## src/rtl/instruction_fetch.sv

```systemverilog
// Instruction fetch front end: loadable imem, PC sequencing under stall, and a registered IF/ID word.
// Optional macro INSTR_COUNT_EN adds a saturating count of instructions accepted by the decoder.
//   state  | meaning
//   IDLE   | after reset; imem loadable, waiting for start
//   RUN    | fetching one word per unstalled cycle
//   DONE   | stopped on HALT or end of memory; loadable, restartable
module instruction_fetch #(
  parameter int IMEM_DEPTH = 32,
  parameter int PC_W       = 5,
  parameter int INST_W     = 16
) (
  input  logic              sysclk,
  input  logic              rst,
  input  logic              load_en,
  input  logic [PC_W-1:0]   load_addr,
  input  logic [INST_W-1:0] load_data,
  input  logic              start,
  input  logic              stall,
  output logic [2:0]        inst,
  output logic [2:0]        rd,
  output logic [2:0]        rs,
  output logic [2:0]        rt,
  output logic [6:0]        imm,
  output logic              inst_valid,
  output logic [PC_W-1:0]   pc,
  output logic              busy,
  output logic              halted
`ifdef INSTR_COUNT_EN
  ,
  output logic [15:0]       instr_count
`endif
);

  localparam logic [1:0] S_IDLE = 2'd0;
  localparam logic [1:0] S_RUN  = 2'd1;
  localparam logic [1:0] S_DONE = 2'd2;

  logic [INST_W-1:0] imem [IMEM_DEPTH];

  logic [1:0]      state_q, state_d;
  logic [PC_W-1:0] pc_q, pc_d;
  logic [2:0]      inst_q, inst_d, rd_q, rd_d, rs_q, rs_d, rt_q, rt_d;
  logic [6:0]      imm_q, imm_d;
  logic            valid_q, valid_d;
  logic            end_q, end_d;

  logic [INST_W-1:0] word;
  logic              is_halt;
  logic              at_end;
  logic              can_load;
  logic              start_ok;

  assign word     = imem[pc_q];
  assign is_halt  = (word[15:13] == 3'd1) || (word[15:13] == 3'd2) || (word[15:13] == 3'd3);
  assign at_end   = (pc_q == PC_W'(IMEM_DEPTH - 1));
  assign can_load = (state_q != S_RUN);
  assign start_ok = can_load && start;

  always_ff @(posedge sysclk) begin
    if (can_load && load_en) imem[load_addr] <= load_data;
  end

  always_comb begin
    state_d = state_q;
    pc_d    = pc_q;
    inst_d  = inst_q;
    rd_d    = rd_q;
    rs_d    = rs_q;
    rt_d    = rt_q;
    imm_d   = imm_q;
    valid_d = valid_q;
    end_d   = end_q;
    case (state_q)
      S_IDLE, S_DONE: begin
        if (start) begin
          state_d = S_RUN;
          pc_d    = '0;
          end_d   = 1'b0;
        end
      end
      S_RUN: begin
        if (!stall) begin
          // The last word of memory stays presented until the decoder accepts it.
          if (end_q || is_halt) begin
            valid_d = 1'b0;
            state_d = S_DONE;
          end else begin
            inst_d  = word[15:13];
            rd_d    = word[12:10];
            rs_d    = word[9:7];
            rt_d    = word[6:4];
            imm_d   = word[6:0];
            valid_d = 1'b1;
            pc_d    = pc_q + PC_W'(1);
            end_d   = at_end;
          end
        end
      end
      default: state_d = S_IDLE;
    endcase
  end

  always_ff @(posedge sysclk or posedge rst) begin
    if (rst) begin
      state_q <= S_IDLE;
      pc_q    <= '0;
      inst_q  <= '0;
      rd_q    <= '0;
      rs_q    <= '0;
      rt_q    <= '0;
      imm_q   <= '0;
      valid_q <= 1'b0;
      end_q   <= 1'b0;
    end else begin
      state_q <= state_d;
      pc_q    <= pc_d;
      inst_q  <= inst_d;
      rd_q    <= rd_d;
      rs_q    <= rs_d;
      rt_q    <= rt_d;
      imm_q   <= imm_d;
      valid_q <= valid_d;
      end_q   <= end_d;
    end
  end

`ifdef INSTR_COUNT_EN
  logic [15:0] count_q;

  always_ff @(posedge sysclk or posedge rst) begin
    if (rst) begin
      count_q <= '0;
    end else if (start_ok) begin
      count_q <= '0;
    end else if (valid_q && !stall && (count_q != 16'hFFFF)) begin
      count_q <= count_q + 16'd1;
    end
  end

  assign instr_count = count_q;
`else
  logic unused_start_ok;
  assign unused_start_ok = start_ok;
`endif

  assign inst       = inst_q;
  assign rd         = rd_q;
  assign rs         = rs_q;
  assign rt         = rt_q;
  assign imm        = imm_q;
  assign inst_valid = valid_q;
  assign pc         = pc_q;
  assign busy       = (state_q == S_RUN);
  assign halted     = (state_q == S_DONE);

endmodule

```

## config.mk

```make
export PLATFORM = sky130hd
export DESIGN_NAME = instruction_fetch
export DESIGN_NICKNAME = d
export VERILOG_FILES = /design/src/rtl/instruction_fetch.sv
export SDC_FILE = /design/constraint.sdc
export NUM_CORES = 1
export LEC_CHECK = 0
export BUFFER_PORTS_ARGS = -buffer_cell sky130_fd_sc_hd__buf_2
export CAP_MARGIN = 10
export CORE_MARGIN = 2
export CORE_UTILIZATION = 30
export CTS_CLUSTER_SIZE = 24
export DETAILED_ROUTE_END_ITERATION = 10
export PLACE_DENSITY_LB_ADDON = 0.25
export SLEW_MARGIN = 20
export SYNTH_ARGS = -nofsm -noshare
export SYNTH_HDL_FRONTEND = slang
export SYNTH_SLANG_ARGS = --single-unit
```

## constraint.sdc

```tcl
create_clock -name sysclk -period 3.2 [get_ports sysclk]
set_clock_uncertainty 0.2 [all_clocks]
set_input_delay 0.32 -clock sysclk [delete_from_list [all_inputs] [get_ports sysclk]]
set_output_delay 0.32 -clock sysclk [all_outputs]
set_load 0.01 [all_outputs]
```

Yosys cells after proc, flatten, opt, wreduce, memory -nomap -nowiden
Memory sizes are Yosys's and may differ from the RTL's.
Index checks and enable logic that the tools add are counted.
- flip-flop bits (word level): 28
- bits of input ports: 26
- memories: 1
- bits in writable memories: 512
- memory list (memory ; depth ; width ; read ports ; clocked after Yosys merged registers in ; write ports ; RTL line ; source):
    imem ; 32 ; 16 ; 1 ; 0 ; 1 ; 38 ; logic [INST_W-1:0] imem [IMEM_DEPTH];
- equal/unequal tests: 11
- bitwise logic cells: 2
- reduce and logical (&&, ||, !) cells: 11
- add/sub/neg operators: 1
- multiplexer cells: 15
- operators by type and width (operator ; number):
    $mux W5 ; 3
    $pmux W5 S2 ; 1
    $eq A3 B2 Y1 const B ; 2
    $mux W1 ; 6
    $mux W2 ; 3
    $ne A2 B2 Y1 const B ; 3
    $reduce_and A3 Y1 ; 2
    $add A5 B1 Y5 const B ; 1
    $eq A5 B5 Y1 const B ; 1
    $ne A2 B1 Y1 const B ; 2
    $pmux W2 S2 ; 1
    $reduce_and A4 Y1 ; 1
    $eq A3 B1 Y1 const B ; 1
    $logic_or A1 B1 Y1 ; 3
    $eq A2 B1 Y1 const B ; 1
    $eq A2 B2 Y1 const B ; 1
    $logic_not A2 Y1 ; 1
    $not A1 Y1 ; 2
    $pmux W1 S2 ; 1
    $reduce_and A2 Y1 ; 1
    $reduce_bool A2 Y1 ; 1
    $reduce_or A2 Y1 ; 1
    $logic_and A1 B1 Y1 ; 1

Logic depth before layout (Yosys ltp)
An unclocked memory read counts as a cell.
- depth in word-level cells: 8
- mapped depth: 10

Worst setup path after synthesis
No wires, ideal clock.
- kind: register -> register
- from: register pc_q[1], in the netlist pc[1]
- to: register imm_q[0], in the netlist imm[0]
- data arrival time: 2.691 ns
- path buffers: 4
- slack: 0.184 ns
- library setup time: 0.125 ns
- stages on the path, launching flop included: 10
- path through: dfrtp_1 > buf_2 > buf_2 > clkbuf_1 > buf_1 > mux4_2 > mux4_2 > nand2_1 > nand2_1 > mux2_4
- cells in the longest elaborated chain, start to end: 7
- elaborated cells between the ends (all ways): 9
- RTL lines (element ; RTL line ; source):
    start: declaration ; 41 ; logic [PC_W-1:0] pc_q, pc_d;
    start signal: assignment ; 116 ; pc_q <= pc_d;
    $mem_v2 Z32 W16 * ; - ;
    $eq A3 B1 Y1 / $eq A3 B2 Y1 (equally long branches) ; 54 ; assign is_halt = (word[15:13] == 3'd1) || (word[15:13] == 3'd2) || (word[15:13] == 3'd3);
    $logic_or A1 B1 Y1 (2 in series) ; 54 ;
    $logic_or A1 B1 Y1 ; 84 ; if (end_q || is_halt) begin
    $not A1 Y1 (no source line) ; - ;
    $reduce_and A3 Y1 (no source line) ; - ;
    end signal: assignment ; 121 ; imm_q <= imm_d;
    end: declaration ; 43 ; logic [6:0] imm_q, imm_d;
Mark *: on every way between the ends. The rest lies on a longest branch, timed or not.
A chain may end at the register's enable or synchronous reset.

Worst setup path after layout
- from: register pc_q[0], in the netlist pc[0]
- to: register rs_q[2], in the netlist rs[2]
- cells in the longest elaborated chain, start to end: 7
- elaborated cells between the ends (all ways): 9
- RTL lines (element ; RTL line ; source):
    $mem_v2 Z32 W16 * ; - ;
    $eq A3 B1 Y1 / $eq A3 B2 Y1 (equally long branches) ; 54 ;
    $logic_or A1 B1 Y1 (2 in series) ; 54 ;
    $logic_or A1 B1 Y1 ; 84 ;
    $not A1 Y1 (no source line) ; - ;
    $reduce_and A3 Y1 (no source line) ; - ;
    end signal: assignment ; 119 ; rs_q <= rs_d;
    end: declaration ; 42 ; logic [2:0] inst_q, inst_d, rd_q, rd_d, rs_q, rs_d, rt_q, rt_d;
Marks and branches as above.

==> run summary <==
area taken by flip-flops and latches = 0.0160 mm²
Multi-input gate area = 0.00466 mm²
Worst setup SP type = flop
Synth cell types = 45
Worst EP arrival = 3.19 ns
Global Route Usage Sum = 14.5%
most frequent cell after synthesis = edfxtp_1
WL final = 50.9 mm
layout cells sized above 1 = 37.3%
fraction of registers with async set/reset = 4.66%
leak pwr = 7.84 nW
largest net degree at the start of global routing = 34
Hold WC Path Type = in2reg
Worst-Skew Late Latency = 0.61 ns
Synth Register Bits = 537
Starting Density = 30.4%
Pre-antenna DRT Iters = 5
initial antenna violation count = 1
warnings from Yosys = 0
die area = 0.0716 mm²
Mapped Avg Cell Area = 22.6 µm²
main flop type after synthesis = edfxtp_1
Setup crit end kind = flop
setup violators final = 0
RD Place Congestion = 0.772
# diodes = 0
Data required, critical path = 3.49 ns
wire per inst = 24.9 µm
Slew Viols, Final = 0
IO Pins = 53
via count = 9777
CTS Buf Count = 55
Mapped Area = 0.0209 mm²
CORE AREA = 0.0687 mm²
Mapped Cells = 924
GRT Residual Overflow = 0
DRC = 0
Iter 0 DRT Violations = 1009
first-pass GRT wire length = 73.9 mm
slew margin rel. = 59.2%
nets@finish = 1097
Die Y = 268 µm
utilization after layout = 36.0%
crit path max fanout = 23
post-synth top area cell = edfxtp_1
Worst-Margin Slew = 0.612 ns
IR Drop Worst-Case VDD = 0.000383 V
CTS root buf = clkbuf_16
Hold Vio Cnt, Final = 0
Max Freq = 0.344 GHz
Setup TNS Final = 0 ns
status = finished, final reports clean
post-route ant nets = 0
Clock Sinks = 537
HPWL after DPL = 30.4 mm
Max Cap Violations = 0
Seq/Total Area, Yosys = 76.7%
Port Buffers = 52
CTS clk-pin slew, worst paths = 0.06 ns
Post-synth EDFFs = 512
pwr/cell area = 742 mW/mm²
Bufs on Longest Clock Path = 3
Post-synth top cells = 512 x edfxtp_1, 146 x mux4_2, 53 x nand2_1, 38 x nor2_1, 25 x dfrtp_1
final period utilization = 90.7%
Layout fillers = 6401
via-per-instance ratio = 4.79
P&R area growth vs syn = 18.6%
H-tree Lvls = 2
Die X = 268 µm
post-layout minimum cycle time = 2.90 ns
critical path class = reg2reg
ranking of synthesized cells by area = edfxtp_1 74%, mux4_2 16%, dfrtp_1 3.0%
top cell type's share of synthesized area = 73.7%
# Post-CTS Setup Buffers = 0
vias in the first global route = 10400
Synth Net Count = 952
RSZ-0062 raised after global routing = false
row count = 96
CTS tree = done
## layout by cell type, fill, tap and decap left out, types with 4 or more instances in the layout
cell type / count
edfxtp_1: 512
nand3b_1: 4
nor2_1: 6
mux2i_1: 14
inv_1: 8
clkinv_1: 4
dfrtp_1: 21
clkinv_2: 9
mux2_2: 4
bufinv_16: 4
o211ai_1: 4
clkbuf_8: 6
nand3_1: 6
mux4_2: 146
o21ai_1: 5
buf_12: 16
nand2_1: 53
buf_2: 52
mux2_4: 13
dlygate4sd3_1: 4
clkbuf_16: 57
buf_4: 63
clkbuf_1: 17
nor2_2: 32
mux4_1: 5
## through the flow
stage	setup slack, ns	total power (W)	hold WS (ns)	cells	cell area (µm²)
after floorplan	0.184	0.0108	0.147	924	20900
after global placement	0.300	0.0122	0.0587	1939	22900
after detailed placement	0.276	0.0123	0.0469	1939	22900
after CTS	0.259	0.0186	0.00535	2042	24700
after global routing	0.163	0.0191	0.0515	2042	24700
final	0.297	0.0183	0.0207	2042	24700
## sequential cells by signal, indices dropped and copies added (netlist names), 2 cells and up
register  count
rs            3
state_q       2
rt            3
inst          3
imem        512
imm           4
rd            3
pc            5
## final timing paths
| path | from | endpoint | slack [ns] | cells after the start |
|---|---|---|---|---|
| hold / removal | load_data[13] | imem[21][13] | 0.02 | 1 |
| setup reg to reg | pc[0] | rs[2] | 0.30 | 8 |
| setup / recovery | pc[0] | rs[2] | 0.30 | 8 |
| min in group asynchronous | rst | pc[0] | 0.54 | 4 |
| hold reg to reg | inst_valid | inst_valid | 0.30 | 2 |
| max in group asynchronous | rst | pc[1] | 1.62 | 5 |
## timing repair
| action | 4_1_cts | 5_1_grt |
|---|---|---|
| endpoints found under the hold margin | 34 | 0 |
| gates resized for setup | 0 | 0 |
| hold buffers | 4 | 0 |
## logic make-up after synthesis
logic type      synth area share, %
flops                          76.7
buf+inv                        1.34
simple gates                   2.50
fa+ha+maj                     0.120
mux                            18.3
compound gates                 1.06
## critical path, stage by stage, from the launching register on
cell and delay, ns:
dfrtp_4 0.49, buf_12 0.24, mux4_2 0.52, mux2i_1 0.21, mux2_2 0.22, o2bb2ai_1 0.12
o21ai_4 0.23, buf_12 0.20, mux2_4 0.31
## routing by layer
layer	track usage, %	part of all wire (%)	vias to the layer above
met3	2.25	4.5	73
met4	4.65	2.2	0
met2	23.2	48	243
met5	0	0	-
met1	20.3	46	5300
li1	-	-	4161
## cell type report
cell class                      count  share of cell area (%)
Clock buffer                       80                    6.36
Tap cell                          931                    4.71
Clock inverter                     19                   0.789
Timing Repair Buffer              135                    4.42
Sequential cell                   537                    64.7
Inverter                            9                   0.137
Multi-Input combinational cell    331                    18.9
## power by group
| part | total [W] | switching, W | internal (W) | leakage [nW] |
|---|---|---|---|---|
| clock | 0.00632 | 0.00262 | 0.00371 | 0.864 |
| sequential | 0.00814 | 0.000227 | 0.00791 | 4.91 |
| combinational | 0.00388 | 0.00185 | 0.00202 | 2.07 |
Note: power is estimated with default switching activity, not from simulation.
